===== src/rtl/mouse_pkg.sv =====
// mouse_pkg
// Shared definitions for the mouse cursor tracker: data widths, button bit
// positions, default screen size, pipeline register layout and the delta
// scaling helper.
package mouse_pkg;

    localparam int DELTA_W         = 9;   // raw PS/2 movement delta
    localparam int CALC_W          = 13;  // signed internal arithmetic width
    localparam int POS_W           = 10;  // cursor coordinate width
    localparam int BTN_W           = 3;
    localparam int MAX_SPEED_SHIFT = 2;

    localparam int BTN_LEFT   = 0;
    localparam int BTN_RIGHT  = 1;
    localparam int BTN_MIDDLE = 2;

    localparam int DEF_H_RES = 640;
    localparam int DEF_V_RES = 480;

    typedef logic signed [CALC_W-1:0] calc_t;
    typedef logic [POS_W-1:0]         pos_t;
    typedef logic [BTN_W-1:0]         btn_t;
    typedef logic [DELTA_W-1:0]       delta_t;

    // Stage-1 pipeline register contents.
    typedef struct packed {
        logic  valid;
        calc_t dx;
        calc_t dy;
        btn_t  btn;
    } s1_t;

    // Sign-extend a raw 9-bit delta to the arithmetic width, then apply the
    // speed multiplier. With shift <= 2 the result stays within +/-1024.
    function automatic calc_t scale_delta(input delta_t d, input int shift);
        calc_t ext;
        ext = {{(CALC_W-DELTA_W){d[DELTA_W-1]}}, d};
        return ext << shift;
    endfunction

endpackage


===== src/rtl/mouse_cursor_tracker_if.sv =====
// mouse_cursor_tracker_if
// Bundles the packet input, control strobes and cursor outputs of the
// tracker.
//   master : packet source / controller (drives mouse_x..frame_sync)
//   slave  : the tracker (drives cursor_x..disp_y)
// Handshake: packet_ready, recenter and frame_sync are single-cycle strobes
// with no ready/backpressure path; the slave accepts every asserted strobe.
// cursor_valid is a single-cycle pulse marking a cursor/button update.
interface mouse_cursor_tracker_if;
    import mouse_pkg::*;

    delta_t mouse_x;
    delta_t mouse_y;
    btn_t   buttons;
    logic   packet_ready;
    logic   recenter;
    logic   frame_sync;

    pos_t   cursor_x;
    pos_t   cursor_y;
    logic   cursor_valid;
    btn_t   btn_state;
    btn_t   btn_press;
    btn_t   btn_release;
    pos_t   disp_x;
    pos_t   disp_y;

    modport master (
        output mouse_x, mouse_y, buttons, packet_ready, recenter, frame_sync,
        input  cursor_x, cursor_y, cursor_valid, btn_state, btn_press,
               btn_release, disp_x, disp_y
    );

    modport slave (
        input  mouse_x, mouse_y, buttons, packet_ready, recenter, frame_sync,
        output cursor_x, cursor_y, cursor_valid, btn_state, btn_press,
               btn_release, disp_x, disp_y
    );

endinterface


===== src/rtl/axis_clamp_accum.sv =====
// axis_clamp_accum
// Combinational single-axis position update: adds (or subtracts) a signed
// delta to the current position and saturates the result to 0..i_res_max.
// Ports:
//   i_pos     current position (unsigned)
//   i_delta   signed, already-scaled delta
//   i_sub     1 = subtract delta (screen Y grows downward), 0 = add
//   i_res_max largest legal position (RES-1)
//   o_pos     clamped new position
module axis_clamp_accum
    import mouse_pkg::*;
(
    input  pos_t  i_pos,
    input  calc_t i_delta,
    input  logic  i_sub,
    input  pos_t  i_res_max,
    output pos_t  o_pos
);

    calc_t w_base;
    calc_t w_max;
    calc_t w_sum;

    assign w_base = {{(CALC_W-POS_W){1'b0}}, i_pos};
    assign w_max  = {{(CALC_W-POS_W){1'b0}}, i_res_max};
    // Range is -1024..2047, well inside 13-bit signed, so no wrap is possible.
    assign w_sum  = i_sub ? (w_base - i_delta) : (w_base + i_delta);

    always_comb begin
        o_pos = w_sum[POS_W-1:0];
        if (w_sum[CALC_W-1]) begin
            o_pos = '0;
        end else if (w_sum > w_max) begin
            o_pos = i_res_max;
        end
    end

endmodule


===== src/rtl/mouse_cursor_tracker.sv =====
// mouse_cursor_tracker
// Turns decoded PS/2 movement packets into an absolute, screen-clamped
// cursor position, button state with press/release pulses, and a copy of the
// cursor latched at each frame_sync for the video overlay.
// Ports:
//   clk    system clock
//   reset  synchronous, active-high
//   bus    mouse_cursor_tracker_if.slave (packet in, strobes, cursor out)
// Two-stage pipeline: stage 1 registers scaled deltas and buttons, stage 2
// applies them to the live cursor. A packet at cycle N is visible at N+2.
module mouse_cursor_tracker
    import mouse_pkg::*;
#(
    parameter int H_RES       = DEF_H_RES,
    parameter int V_RES       = DEF_V_RES,
    parameter int SPEED_SHIFT = 0
) (
    input  logic                   clk,
    input  logic                   reset,
    mouse_cursor_tracker_if.slave  bus
);

    generate
        if (SPEED_SHIFT < 0 || SPEED_SHIFT > MAX_SPEED_SHIFT) begin : g_bad_speed_shift
            $error("mouse_cursor_tracker: SPEED_SHIFT must be 0..2");
        end
        if (H_RES < 2 || H_RES > (1 << POS_W) || V_RES < 2 || V_RES > (1 << POS_W)) begin : g_bad_res
            $error("mouse_cursor_tracker: H_RES/V_RES must be 2..1024");
        end
    endgenerate

    localparam pos_t CENTRE_X = POS_W'(H_RES / 2);
    localparam pos_t CENTRE_Y = POS_W'(V_RES / 2);
    localparam pos_t MAX_X    = POS_W'(H_RES - 1);
    localparam pos_t MAX_Y    = POS_W'(V_RES - 1);

    s1_t  r_s1;
    pos_t r_cursor_x;
    pos_t r_cursor_y;
    pos_t r_disp_x;
    pos_t r_disp_y;
    logic r_cursor_valid;
    btn_t r_btn_state;
    btn_t r_btn_press;
    btn_t r_btn_release;

    pos_t w_next_x;
    pos_t w_next_y;

    // Stage 2 always reads the live cursor register, so back-to-back packets
    // accumulate without a lost update.
    axis_clamp_accum u_clamp_x (
        .i_pos     (r_cursor_x),
        .i_delta   (r_s1.dx),
        .i_sub     (1'b0),
        .i_res_max (MAX_X),
        .o_pos     (w_next_x)
    );

    // PS/2 Y is up-positive, screen Y is down-positive: subtract.
    axis_clamp_accum u_clamp_y (
        .i_pos     (r_cursor_y),
        .i_delta   (r_s1.dy),
        .i_sub     (1'b1),
        .i_res_max (MAX_Y),
        .o_pos     (w_next_y)
    );

    always_ff @(posedge clk) begin
        if (reset) begin
            r_s1           <= '0;
            r_cursor_x     <= CENTRE_X;
            r_cursor_y     <= CENTRE_Y;
            r_disp_x       <= CENTRE_X;
            r_disp_y       <= CENTRE_Y;
            r_cursor_valid <= 1'b0;
            r_btn_state    <= '0;
            r_btn_press    <= '0;
            r_btn_release  <= '0;
        end else begin
            // Stage 1: capture the packet.
            r_s1.valid <= bus.packet_ready;
            if (bus.packet_ready) begin
                r_s1.dx  <= scale_delta(bus.mouse_x, SPEED_SHIFT);
                r_s1.dy  <= scale_delta(bus.mouse_y, SPEED_SHIFT);
                r_s1.btn <= bus.buttons;
            end

            // Stage 2: buttons are applied even when recenter overrides the
            // position of the same packet.
            r_cursor_valid <= r_s1.valid | bus.recenter;
            if (r_s1.valid) begin
                r_btn_press   <= r_s1.btn & ~r_btn_state;
                r_btn_release <= ~r_s1.btn & r_btn_state;
                r_btn_state   <= r_s1.btn;
            end else begin
                r_btn_press   <= '0;
                r_btn_release <= '0;
            end

            if (bus.recenter) begin
                r_cursor_x <= CENTRE_X;
                r_cursor_y <= CENTRE_Y;
            end else if (r_s1.valid) begin
                r_cursor_x <= w_next_x;
                r_cursor_y <= w_next_y;
            end

            // Display copy takes the pre-update cursor value.
            if (bus.frame_sync) begin
                r_disp_x <= r_cursor_x;
                r_disp_y <= r_cursor_y;
            end
        end
    end

    assign bus.cursor_x     = r_cursor_x;
    assign bus.cursor_y     = r_cursor_y;
    assign bus.cursor_valid = r_cursor_valid;
    assign bus.btn_state    = r_btn_state;
    assign bus.btn_press    = r_btn_press;
    assign bus.btn_release  = r_btn_release;
    assign bus.disp_x       = r_disp_x;
    assign bus.disp_y       = r_disp_y;

endmodule


===== src/flat_wrapper.sv =====
// flat-port wrapper written by rule: the top's interface ports become plain ports
module mouse_cursor_tracker_flat import mouse_pkg::*;
#(
    parameter int H_RES       = DEF_H_RES,
    parameter int V_RES       = DEF_V_RES,
    parameter int SPEED_SHIFT = 0
)
  (clk, reset, bus_mouse_x, bus_mouse_y, bus_buttons, bus_packet_ready, bus_recenter, bus_frame_sync, bus_cursor_x, bus_cursor_y, bus_cursor_valid, bus_btn_state, bus_btn_press, bus_btn_release, bus_disp_x, bus_disp_y);
  mouse_cursor_tracker_if bus_i ();
  input  logic clk;
  input  logic reset;
  input wire logic [$bits(bus_i.mouse_x)-1:0] bus_mouse_x;
  input wire logic [$bits(bus_i.mouse_y)-1:0] bus_mouse_y;
  input wire logic [$bits(bus_i.buttons)-1:0] bus_buttons;
  input wire logic [$bits(bus_i.packet_ready)-1:0] bus_packet_ready;
  input wire logic [$bits(bus_i.recenter)-1:0] bus_recenter;
  input wire logic [$bits(bus_i.frame_sync)-1:0] bus_frame_sync;
  output wire logic [$bits(bus_i.cursor_x)-1:0] bus_cursor_x;
  output wire logic [$bits(bus_i.cursor_y)-1:0] bus_cursor_y;
  output wire logic [$bits(bus_i.cursor_valid)-1:0] bus_cursor_valid;
  output wire logic [$bits(bus_i.btn_state)-1:0] bus_btn_state;
  output wire logic [$bits(bus_i.btn_press)-1:0] bus_btn_press;
  output wire logic [$bits(bus_i.btn_release)-1:0] bus_btn_release;
  output wire logic [$bits(bus_i.disp_x)-1:0] bus_disp_x;
  output wire logic [$bits(bus_i.disp_y)-1:0] bus_disp_y;
  assign bus_i.mouse_x = bus_mouse_x;
  assign bus_i.mouse_y = bus_mouse_y;
  assign bus_i.buttons = bus_buttons;
  assign bus_i.packet_ready = bus_packet_ready;
  assign bus_i.recenter = bus_recenter;
  assign bus_i.frame_sync = bus_frame_sync;
  assign bus_cursor_x = bus_i.cursor_x;
  assign bus_cursor_y = bus_i.cursor_y;
  assign bus_cursor_valid = bus_i.cursor_valid;
  assign bus_btn_state = bus_i.btn_state;
  assign bus_btn_press = bus_i.btn_press;
  assign bus_btn_release = bus_i.btn_release;
  assign bus_disp_x = bus_i.disp_x;
  assign bus_disp_y = bus_i.disp_y;
  mouse_cursor_tracker #(.H_RES(H_RES), .V_RES(V_RES), .SPEED_SHIFT(SPEED_SHIFT)) u_core (.clk(clk), .reset(reset), .bus(bus_i));
endmodule

===== config.mk =====
export PLATFORM = sky130hd
export DESIGN_NAME = mouse_cursor_tracker_flat
export DESIGN_NICKNAME = d
export VERILOG_FILES = /design/src/rtl/mouse_pkg.sv /design/src/rtl/mouse_cursor_tracker_if.sv /design/src/rtl/axis_clamp_accum.sv /design/src/rtl/mouse_cursor_tracker.sv /design/src/flat_wrapper.sv
export SDC_FILE = /design/constraint.sdc
export NUM_CORES = 1
export LEC_CHECK = 0
export ABC_AREA = 1
export CAP_MARGIN = 25
export CORE_UTILIZATION = 32
export CTS_CLUSTER_SIZE = 10
export DETAILED_ROUTE_END_ITERATION = 6
export MAX_ROUTING_LAYER = met4
export PLACE_DENSITY = 0.51
export SYNTH_ARGS = -nofsm -noshare
export SYNTH_HDL_FRONTEND = slang
export SYNTH_HIERARCHICAL = 1
export SYNTH_SLANG_ARGS = --single-unit

===== constraint.sdc =====
create_clock -name clk -period 4.4 [get_ports clk]
set_input_delay 1.32 -clock clk [delete_from_list [all_inputs] [get_ports clk]]
set_output_delay 1.32 -clock clk [all_outputs]
set_load 0.005 [all_outputs]

==> results.cfg <==
[status]
outcome = finished, final reports clean

[clock_network]
clkTransAtPathRegs_ns = 0.06
numCtsBuffers = 9
cts_max_level = 3
cts_hold_buf = 0
cts_tree = done
clkLatencyLatePin_ns = 0.34
clock-sinks = 72
postCtsResizedCells = 0
cts_root_buf = clkbuf_16
post_cts_buffers = 0
clock_path_buffers = 2

[power]
p_comb_share_pct = 39.5
switching_share_pct = 37.8
p_seq_share_pct = 29.7
leakagePower_nw = 3.37
p_per_area_mw_per_mm2 = 364
clock_power_share_pct = 30.8
internal-power_w = 0.00151
netSwitchingPower_w = 0.000917
power_w = 0.00242
ir_worst_vdd_uv = 177

[synthesis]
synthAdderAreaFrac_pct = 10.6
synth_top_family_by_area = simple AND/OR/NAND/NOR gates
synth-compound-area-share_pct = 9.46
synthFlopType = dfxtp_1
ys_top_cells_by_count = nand2_1 (190), nor2_1 (175), inv_1 (104), dfxtp_1 (72), ha_1 (42)
yosysMostFrequentCell = nand2_1
synth-async-reset-ratio_pct = 0
syn_avg_cell_area_um2 = 6.50
synthCells = 820
synth_top_area_share_pct = 27.0
synth_area_mm2 = 0.00533
synth_xor_area_share_pct = 6.06
synth-simple-area-share_pct = 35.0
post_synth_num_cell_types = 43
synth_area_leader_cell = dfxtp_1
ys_seq_elements = 72
synth-seq-area-share_pct = 27.0
synth_area_leaders = dfxtp_1 (27%), nand2_1 (13%), nor2_1 (12%)
synth.area.mux_share_pct = 0
yosysWarnings = 6
synth_edf_count = 0

[worst_setup_path]
critPathArrivalTime_ns = 3.93
path_max_fanout = 16
crit_slowest_cell = dfxtp_1
start_kind = register
worstPathRequired_ns = 4.63
cp_common_cell = nand2_1
setup.worst_path.end_class = register
crit_family = simple AND/OR/NAND/NOR gates
max_stage_delay_ns = 0.37
critPathBufInv = 3
critPathKind = register to register

[route]
drc = 0
top_layer_used = met4
drtAntennaViolNets = 0
vias_per_cell = 4.31
wl_per_cell_um = 12.0
drt_iter0_drc = 268
drt-met1-wl_mm = 6.75
first_pass_iters = 4
vias = 4975
wl_met3_um = 338
routed_wl_mm = 13.8
wl_met2_mm = 6.56

[timing]
relSlewSlack_pct = 41.6
slew_viol_final = 0
period_needed_ns = 3.69
rsz0062_at_grt = false
hold_violations = 0
post-route-period-util_pct = 83.9
max_clock_freq_mhz = 271
fin_skew_ns = 0.00710
tightest_slew_ns = 0.874
tns_ns = 0
setup_violations = 0

[grt]
antenna_found_initial = 0
grt_max_degree = 51
grt_usage_pct = 18.0
grt_pass1_wl_mm = 22.7
grt_overflow = 0
first_global_vias = 4573

[floorplan]
io-pin-count = 76
initial_core_util_pct = 33.2
num_rows = 46
die-height_um = 131
core_area_mm2 = 0.0161
dieArea_mm2 = 0.0172
die_w_um = 131

[placed_design]
numPortBuffers = 75
place_area_mm2 = 0.00636
gp_congestion = 0.865
dpl.hpwl_mm = 10.5

[cells_and_area]
regArea_mm2 = 0.00144
finalInstanceArea_mm2 = 0.00666
drive_gt1_share_pct = 6.82
multiInputGateArea_mm2 = 0.00343
final_nets = 1003
num-fill-cells = 1738
syn_to_final_growth_pct = 24.9
post-route-util_pct = 41.5
diodes = 0

[hold_path]
holdCritPathClass = register to register

[flow_run]
maxCapViolCount = 0
## per-stage QoR
step | instances | worst slack (ns) | hold WS, ns
6_report | 1154 | 0.709 | 0.455
5_1_grt | 1154 | 0.275 | 0.488
4_1_cts | 1154 | 0.656 | 0.460
3_5_place_dp | 1138 | 0.679 | 0.444
3_3_place_gp | 1138 | 0.689 | 0.442
2_1_floorplan | 865 | 1.08 | 0.440
## placed cells by master (no fill, tap or decap), drive strengths merged, types with 12 or more instances in the layout
cell           count
nand2            204
nor2             179
inv              113
clkdlybuf4s50     75
dfxtp             72
o21ai             51
conb              47
nand3             45
ha                42
xor2              21
a21oi             20
xnor2             12
## kinds of logic after synthesis
kind of cell    Yosys count
compound gates           89
xor+xnor                 33
fa+ha+maj                44
buf+inv                 136
flops                    72
other cells               2
simple gates            444
## layer usage
layer	vias up	global-route usage [%]
met4	0	5.41
met2	63	30.1
met5	-	-
met3	12	3.00
li1	2716	-
met1	2184	22.0
## final timing paths
check,end,from,slack (ns),depth (start not counted)
setup / recovery,u_core/bus.cursor_x[4],u_core/r_s1[16],0.71,27
hold / removal,u_core/bus.disp_x[6],u_core/bus.disp_x[6],0.45,2
setup reg to reg,u_core/bus.cursor_x[4],u_core/r_s1[16],0.71,27
hold reg to reg,u_core/bus.disp_x[6],u_core/bus.disp_x[6],0.45,2
## worst register-to-register path: stages (launching register included)
cell and delay [ns]:
dfxtp_1 0.37, inv_1 0.07, ha_1 0.22, a21oi_1 0.18
xor2_1 0.15, inv_1 0.05, ha_1 0.34, nand2_1 0.11
o21ai_1 0.09, a21oi_1 0.21, nor2_1 0.06, nor2_1 0.11
xor2_1 0.22, ha_1 0.28, nand2_1 0.09, nor2_1 0.05
nand2_1 0.06, nand3_1 0.06, nand2_1 0.06, nand2_1 0.05
nand2_1 0.15, nand3_4 0.21, nor2_1 0.16, nor2_1 0.06
inv_1 0.05, nand2_1 0.04, nand2_1 0.07, nor2_1 0.04
## sequential cells by signal, summed over array words and instances, names as in the netlist
signal	flops
u_core/bus.btn_press	3
u_core/r_s1	22
u_core/bus.btn_state	3
u_core/bus.disp_x	10
u_core/bus.cursor_x	10
u_core/bus.btn_release	3
u_core/bus.cursor_valid	1
u_core/bus.cursor_y	10
u_core/bus.disp_y	10
## layout make-up
class,instances,share of cell area [%]
clock inverter,6,1.03
sequential,72,21.7
timing repair buffer,80,11.8
clock buffer,10,3.44
multi-input combinational,657,51.6
tap,216,4.06
inverter,113,6.37
## power groups by stage
stage	clock network, W	logic [W]	registers [W]
floorplan	0	0.000755	0.000729
global placement	0	0.000960	0.000736
detailed placement	0	0.000955	0.000736
CTS	0.000771	0.000960	0.000721
global route	0.000806	0.00111	0.000726
finish	0.000747	0.000956	0.000720
No activity file was read; power rests on OpenSTA's default activity.
